[config.mk]
export PLATFORM = sky130hd
export DESIGN_NAME = wbu_deword
export DESIGN_NICKNAME = d
export VERILOG_FILES = /design/src/rtl/wbu_deword_pkg.sv /design/src/rtl/wbu_deword.sv
export SDC_FILE = /design/constraint.sdc
export NUM_CORES = 1
export LEC_CHECK = 0
export ABC_AREA = 1
export BUFFER_PORTS_ARGS = -buffer_cell sky130_fd_sc_hd__buf_2
export CORE_MARGIN = 1.5
export CORE_UTILIZATION = 57
export DETAILED_ROUTE_END_ITERATION = 12
export PLACE_DENSITY = 0.85
export SETUP_SLACK_MARGIN = 0.5
export SYNTH_ARGS = -nofsm -noshare
export SYNTH_HDL_FRONTEND = slang
export SYNTH_SLANG_ARGS = --single-unit
[constraint.sdc]
create_clock -name i_clk -period 2.1 [get_ports i_clk]
set_clock_uncertainty 0.1 [all_clocks]
set_input_delay 0.105 -clock i_clk [delete_from_list [all_inputs] [get_ports i_clk]]
set_output_delay 0.105 -clock i_clk [all_outputs]
set_load 0.01 [all_outputs]
[src/rtl/wbu_deword_pkg.sv]
// Shared constants and FSM encoding for the debug-bus word-to-symbol stage.
// Also holds the length clamp used when a codeword is latched.
package wbu_deword_pkg;

  localparam logic [6:0] NL_SYMBOL = 7'h40;
  localparam int         SYMW      = 6;
  localparam int         WORDW     = 36;
  localparam int         MAXSYM    = 6;

  typedef enum logic [1:0] {
    S_IDLE = 2'd0,
    S_SEND = 2'd1,
    S_NL   = 2'd2
  } state_t;

  // Out-of-range counts fold onto the nearest legal value (0 -> 1, 7 -> 6).
  function automatic logic [2:0] clamp_len(input logic [2:0] len);
    if (len == 3'd0) begin
      return 3'd1;
    end
    if (len > 3'(MAXSYM)) begin
      return 3'(MAXSYM);
    end
    return len;
  endfunction

endpackage

[src/rtl/wbu_deword.sv]
// Splits a 36-bit codeword into 1..6 six-bit symbols, MSB first, and inserts
// newline symbols at line-length limits and after long output idle periods.
module wbu_deword
  import wbu_deword_pkg::*;
#(
  parameter int LINELEN = 80,
  parameter int IDLEW   = 20
) (
  input  logic              i_clk,
  input  logic              i_reset,
  input  logic              i_stb,
  input  logic [WORDW-1:0]  i_word,
  input  logic [2:0]        i_len,
  output logic              o_busy,
  output logic              o_stb,
  output logic [SYMW:0]     o_bits,
  input  logic              i_busy
);

  localparam int            LW       = $clog2(LINELEN + 1);
  localparam logic [LW-1:0] LINE_MAX = LW'(LINELEN);

  state_t           state_q, state_d;
  logic [WORDW-1:0] sreg_q, sreg_d;
  logic [2:0]       cnt_q, cnt_d;
  logic [LW-1:0]    line_q, line_d;
  logic [IDLEW-1:0] idle_q, idle_d;
  logic             stb_q, stb_d;
  logic [SYMW:0]    bits_q, bits_d;
  logic             sym_take;

  // cnt_q holds the symbols still queued behind the one on o_bits.
  assign sym_take = stb_q && !i_busy;
  assign o_busy   = (state_q != S_IDLE);
  assign o_stb    = stb_q;
  assign o_bits   = bits_q;

  always_comb begin
    state_d = state_q;
    sreg_d  = sreg_q;
    cnt_d   = cnt_q;
    line_d  = line_q;
    idle_d  = idle_q;
    stb_d   = stb_q;
    bits_d  = bits_q;
    unique case (state_q)
      S_IDLE: begin
        if (i_stb) begin
          state_d = S_SEND;
          stb_d   = 1'b1;
          bits_d  = {1'b0, i_word[WORDW-1 -: SYMW]};
          sreg_d  = i_word << SYMW;
          cnt_d   = clamp_len(i_len) - 3'd1;
          idle_d  = '0;
        end else if (line_q == '0) begin
          idle_d = '0;
        end else if (&idle_q) begin
          state_d = S_NL;
          stb_d   = 1'b1;
          bits_d  = NL_SYMBOL;
          idle_d  = '0;
        end else begin
          idle_d = idle_q + 1'b1;
        end
      end
      S_SEND: begin
        if (sym_take) begin
          line_d = (line_q >= LINE_MAX) ? LINE_MAX : line_q + 1'b1;
          if (cnt_q != 3'd0) begin
            bits_d = {1'b0, sreg_q[WORDW-1 -: SYMW]};
            sreg_d = sreg_q << SYMW;
            cnt_d  = cnt_q - 3'd1;
          end else if (line_d >= LINE_MAX) begin
            // Newline only at a word boundary, so a word is never split.
            state_d = S_NL;
            bits_d  = NL_SYMBOL;
          end else begin
            state_d = S_IDLE;
            stb_d   = 1'b0;
          end
        end
      end
      S_NL: begin
        if (sym_take) begin
          state_d = S_IDLE;
          stb_d   = 1'b0;
          line_d  = '0;
        end
      end
      default: begin
        state_d = S_IDLE;
        stb_d   = 1'b0;
      end
    endcase
  end

  always_ff @(posedge i_clk) begin
    if (i_reset) begin
      state_q <= S_IDLE;
      sreg_q  <= '0;
      cnt_q   <= '0;
      line_q  <= '0;
      idle_q  <= '0;
      stb_q   <= 1'b0;
      bits_q  <= '0;
    end else begin
      state_q <= state_d;
      sreg_q  <= sreg_d;
      cnt_q   <= cnt_d;
      line_q  <= line_d;
      idle_q  <= idle_d;
      stb_q   <= stb_d;
      bits_q  <= bits_d;
    end
  end

endmodule

## Word level (Yosys, flattened, before mapping)

Index checks and enable logic that the tools add are counted.

- Register bits after elaboration: 76
- Latch bits: 0
- RAM bits: 0
- ROM bits: 0
- Input port bits: 43
- Output and inout port bits: 9
- Logic and storage cells: 91
- Memories kept: 0

- $add $sub $neg: 4
- Multiply operators: 0
- Div/mod/pow operators: 0
- Order comparisons: 3
- Eq/ne operators: 11
- Shift-type cells: 0
- Multiplexer cells: 51
- Bitwise gates (word level): 0
- Reductions and logical operators: 15

Operators by type and width:

| cell | count |
|---|---|
| 2-to-1 mux 36 bit | 3 |
| case mux 36 bit (2 select lines) | 1 |
| 2-to-1 mux 7 bit | 9 |
| 2-to-1 mux 20 bit | 3 |
| case mux 7 bit (2 select lines) | 2 |
| 2-to-1 mux 3 bit | 9 |
| adder 20 x 1 -> 20 bit, second input constant | 1 |
| AND reduction 20 bit | 1 |
| >= comparator 7 bit, second input constant | 2 |
| 2-to-1 mux 1 bit | 14 |
| 2-to-1 mux 2 bit | 7 |
| inequality test 2 bit, second input constant | 6 |
| AND reduction 5 bit | 2 |
| inequality test 3 bit, second input constant | 3 |
| adder 7 x 1 -> 7 bit, second input constant | 1 |
| zero test 7 bit | 1 |
| case mux 2 bit (3 select lines) | 1 |
| case mux 3 bit (2 select lines) | 1 |
| AND reduction 6 bit | 1 |
| nonzero test 2 bit | 3 |
| subtractor 3 x 1 -> 3 bit, second input constant | 2 |
| AND reduction 4 bit | 1 |
| greater-than comparator 3 bit, second input constant | 1 |
| zero test 3 bit | 1 |
| 8 further kinds | 8 |

## Logic depth before layout (Yosys ltp)

- Depth after elaboration: 14
- Mapped depth: 12
- Mapped depth without buffers: 12

## Least setup slack after synthesis

No wires, ideal clock.

- Path kind: flip-flop to flip-flop
- Start: register state_q[1]
- End: register cnt_q[2]
- Setup time: 0.119 ns
- Arrival time: 1.557 ns
- Data required time: 1.881 ns
- Setup slack: 0.324 ns
- Cell stages (with the launch flop): 12
- Path buffers: 2
- Clock period less this slack: 1.776 ns
- Path through: dfxtp_1 -> inv_2 -> nand2_1 -> buf_2 -> buf_2 -> nand2_1 -> o21ai_0 -> inv_1 -> ha_1 -> xor2_1 -> o21ai_0 -> a21oi_1

- Word-level cells in the longest chain between the ends: 3
- Elaborated cells on any way between the ends: 8
- Those cells by class: 4 x eq/ne; 1 x mux; 3 x reduce/logical

Ends and longest elaborated chain:

| item | RTL line | RTL |
|---|---|---|
| start, declared | wbu_deword.sv:23 | `state_t state_q, state_d;` |
| start signal, assigned | wbu_deword.sv:107 | `state_q <= state_d;` |
| == test 2 x 1 -> 1 bit / zero test 2 bit (equally long branches) | wbu_deword.sv:46 | `unique case (state_q)` |
| inequality test 2 bit (no source line) / nonzero test 2 bit (equally long branches) | - |  |
| AND reduction 4 bit (no source line) | - |  |
| end signal, assigned | wbu_deword.sv:109 | `cnt_q <= cnt_d;` |
| end, declared | wbu_deword.sv:25 | `logic [2:0] cnt_q, cnt_d;` |

Parallel ways exist; a longest one is shown, timed or not.
A chain may end at the register's enable or synchronous reset.

## Worst setup path in the final report

- Start: register state_q[0]
- End: register idle_q[14]

- Word-level cells in the longest chain between the ends: 1

Ends and longest elaborated chain:

| item | RTL line | RTL |
|---|---|---|
| zero test 2 bit | wbu_deword.sv:46 |  |
| end signal, assigned | wbu_deword.sv:111 | `idle_q <= idle_d;` |
| end, declared | wbu_deword.sv:27 | `logic [IDLEW-1:0] idle_q, idle_d;` |

No other way between the ends.

==> flow_metrics.py <==
metrics = {
    "routing": {
        "antenna_left": 0,
        "vias": 3984,
        "drtPass1Iterations": 5,
        "wirelength_mm": 10.8,
        "drc": 0,
        "avgViaCountPerCell": 5.66,
        "drt-initial-drc-count": 226,
        "wl_per_cell_um": 15.3,
    },
    "synthesis": {
        "synth_most_common_cell": "nand2_1",
        "synth_top_flop_cell": "dfxtp_1",
        "yosysUniqueCellTypes": 39,
        "synth.largest_area_cell": "dfxtp_1",
        "synth_area_sq_mm": 0.00370,
        "syn_inst": 548,
        "synth_edf_count": 0,
        "synth_area_leaders": "dfxtp_1 (38%), nand2_1 (11%), o21ai_0 (9.3%), a21oi_1 (8.3%), inv_1 (7.4%)",
        "synth-seq-area-share_pct": 37.9,
        "yosys_warnings": 0,
        "ys_ff_latch": 70,
        "ys_top_cells_by_count": "nand2_1 (109), inv_1 (73), dfxtp_1 (70), o21ai_0 (69), a21oi_1 (61)",
        "async_flop_share_pct": 0,
        "synth_area_per_cell_sq_um": 6.74,
        "synth_top_area_share_pct": 37.9,
        "syn_nets": 595,
    },
    "die": {
        "die_h_um": 83.5,
        "die_w_um": 83.5,
        "rows": 29,
        "start_util_pct": 58.5,
        "core_area_sq_mm": 0.00631,
        "ios": 52,
        "die_area_sq_mm": 0.00698,
    },
    "clock_network": {
        "root_buffer": "clkbuf_8",
        "numCtsBuffers": 9,
        "cts_num_sinks": 70,
        "cts_max_level": 3,
        "clock_latency_ns": 0.35,
        "cts_tree": "built",
        "clk_path_buf_depth": 2,
        "clkSlewWorstSetupHoldPaths_ns": 0.07,
    },
    "run_status": {
        "status": "complete, no violations",
    },
    "timing": {
        "period_needed_ns": 1.71,
        "slew_viol_final": 0,
        "rsz0062_at_grt": "true",
        "max_slew.worst_pin.slew_ns": 0.396,
        "fmax_ghz": 0.585,
        "hold_violations": 0,
        "setup_viol": 0,
        "setup_tns_ns": 0,
        "post-route-period-util_pct": 81.4,
        "slew_headroom_pct": 73.6,
    },
    "place": {
        "dp_hpwl_mm": 5.40,
        "port_buffers": 51,
        "placed_area_sq_mm": 0.00399,
        "place_congestion": 0.854,
    },
    "cells_and_area": {
        "final_cell_area_sq_mm": 0.00493,
        "drive_above_1_share_pct": 30.6,
        "layout.nets": 669,
        "area_growth_pct": 33.4,
        "n_antenna_cell": 0,
    },
    "global_route": {
        "grt_pass1_wl_mm": 14.1,
        "first_global_vias": 3344,
        "antenna_found_initial": 0,
        "grt_max_degree": 58,
        "track_usage_pct": 24.4,
        "overflow": 0,
    },
    "hold_path": {
        "hp-class": "input pin to register",
    },
    "job": {
        "drv_cap": 0,
    },
    "pwr": {
        "p_leak_nw": 2.15,
        "ir_worst_vdd_v": 0.000841,
        "power.density_mw_per_mm2": 1110,
    },
    "setup_path": {
        "cp_max_fo": 8,
        "critPathLaunchType": "register",
        "path_class": "register to register",
        "required_ns": 2.27,
        "arrival_ns": 1.88,
        "end_kind": "register",
    },
}
## cell families after synthesis
group | Yosys count | synth area share (%)
and+or+nand+nor | 212 | 26.1
DFF | 70 | 37.9
AOI/OAI and AO/OA | 148 | 21.2
xor gates and xnor gates | 7 | 1.66
adders and majority gates | 4 | 1.35
buffers and inverters | 107 | 11.7
## per-layer routing
layer  global-route usage, %  wire (um)  vias to the layer above
met5                       0          0                        -
met4                    7.75        300                        0
met3                    6.43        709                       34
met2                    43.0       5640                      184
met1                    29.0       4100                     1841
li1                        -          -                     1925
## per-stage QoR
step / total power [W] / hold slack [ns] / utilization [%] / setup slack, ns / std cells
2_1_floorplan: 0.00305 / 0.205 / - / 0.462 / 548
3_3_place_gp: 0.00334 / 0.316 / 63.2 / 0.418 / 655
3_5_place_dp: 0.00339 / 0.323 / 63.2 / 0.345 / 655
4_1_cts: 0.00476 / 0.0113 / 70.6 / 0.441 / 687
5_1_grt: 0.00579 / 0.0615 / 78.1 / 0.278 / 704
6_report: 0.00549 / 0.0399 / 78.1 / 0.390 / 704
## state kept, by name, summed over array words and instances (netlist names)
signal   flops
o_stb        1
state_q      2
line_q       7
o_bits       7
sreg_q      30
idle_q      20
cnt_q        3
## area by class of cell
type                    count  area (sq um)
repair buffers             88           648
fillers                   374          1380
flip-flops and latches     70          1430
inverters                  81           327
well taps                  77          96.3
multi-input cells         371          2200
clock buffers              12           145
clock inverters             4          70.1
repair inverters            1          11.3
## timing repair
| item | CTS | global route |
|---|---|---|
| cloned | 1 | 5 |
| hold buffers | 6 | 0 |
| resized for setup | 29 | 82 |
| buffers inserted | 9 | 12 |
| hold endpoints to repair | 6 | 0 |
| pin swaps | 17 | 29 |
| setup endpoints to repair | 59 | 66 |
## worst paths after layout
check              from         end  slack [ns]  depth (start not counted)
max reg2reg  state_q[0]  idle_q[14]        0.39                         10
min          i_word[21]  sreg_q[27]        0.04                          5
max          state_q[0]  idle_q[14]        0.39                         10
min reg2reg  sreg_q[26]  sreg_q[26]        0.35                          2
## report_power, final
part | internal [W] | switching, W | leakage [nW]
combinational | 0.00100 | 0.00145 | 1.46
sequential | 0.00168 | 0.000161 | 0.582
clock | 0.000698 | 0.000492 | 0.110
## critical path: stages (launching register included)
cell     delay [ns]
dfxtp_4        0.39
nor2_4         0.14
inv_2          0.07
nor2_4         0.19
buf_4          0.16
nand2_2        0.07
inv_4          0.09
nand2_8        0.10
inv_8          0.10
nand2_1        0.06
a21oi_1        0.15
## placed cells by master, fill, tap and decap left out, drive strengths merged, types with 5 or more instances in the layout
cell type,synthesis,routed
inv,80,81
nand2,116,116
nor3,5,5
dfxtp,70,70
nand3,31,31
a211oi,7,7
dlygate4sd3,0,6
a21oi,61,61
o21ai,70,70
nand4,7,7
nor2,50,50
clkbuf,13,15
buf,13,79
(Power assumes the default switching activity.)
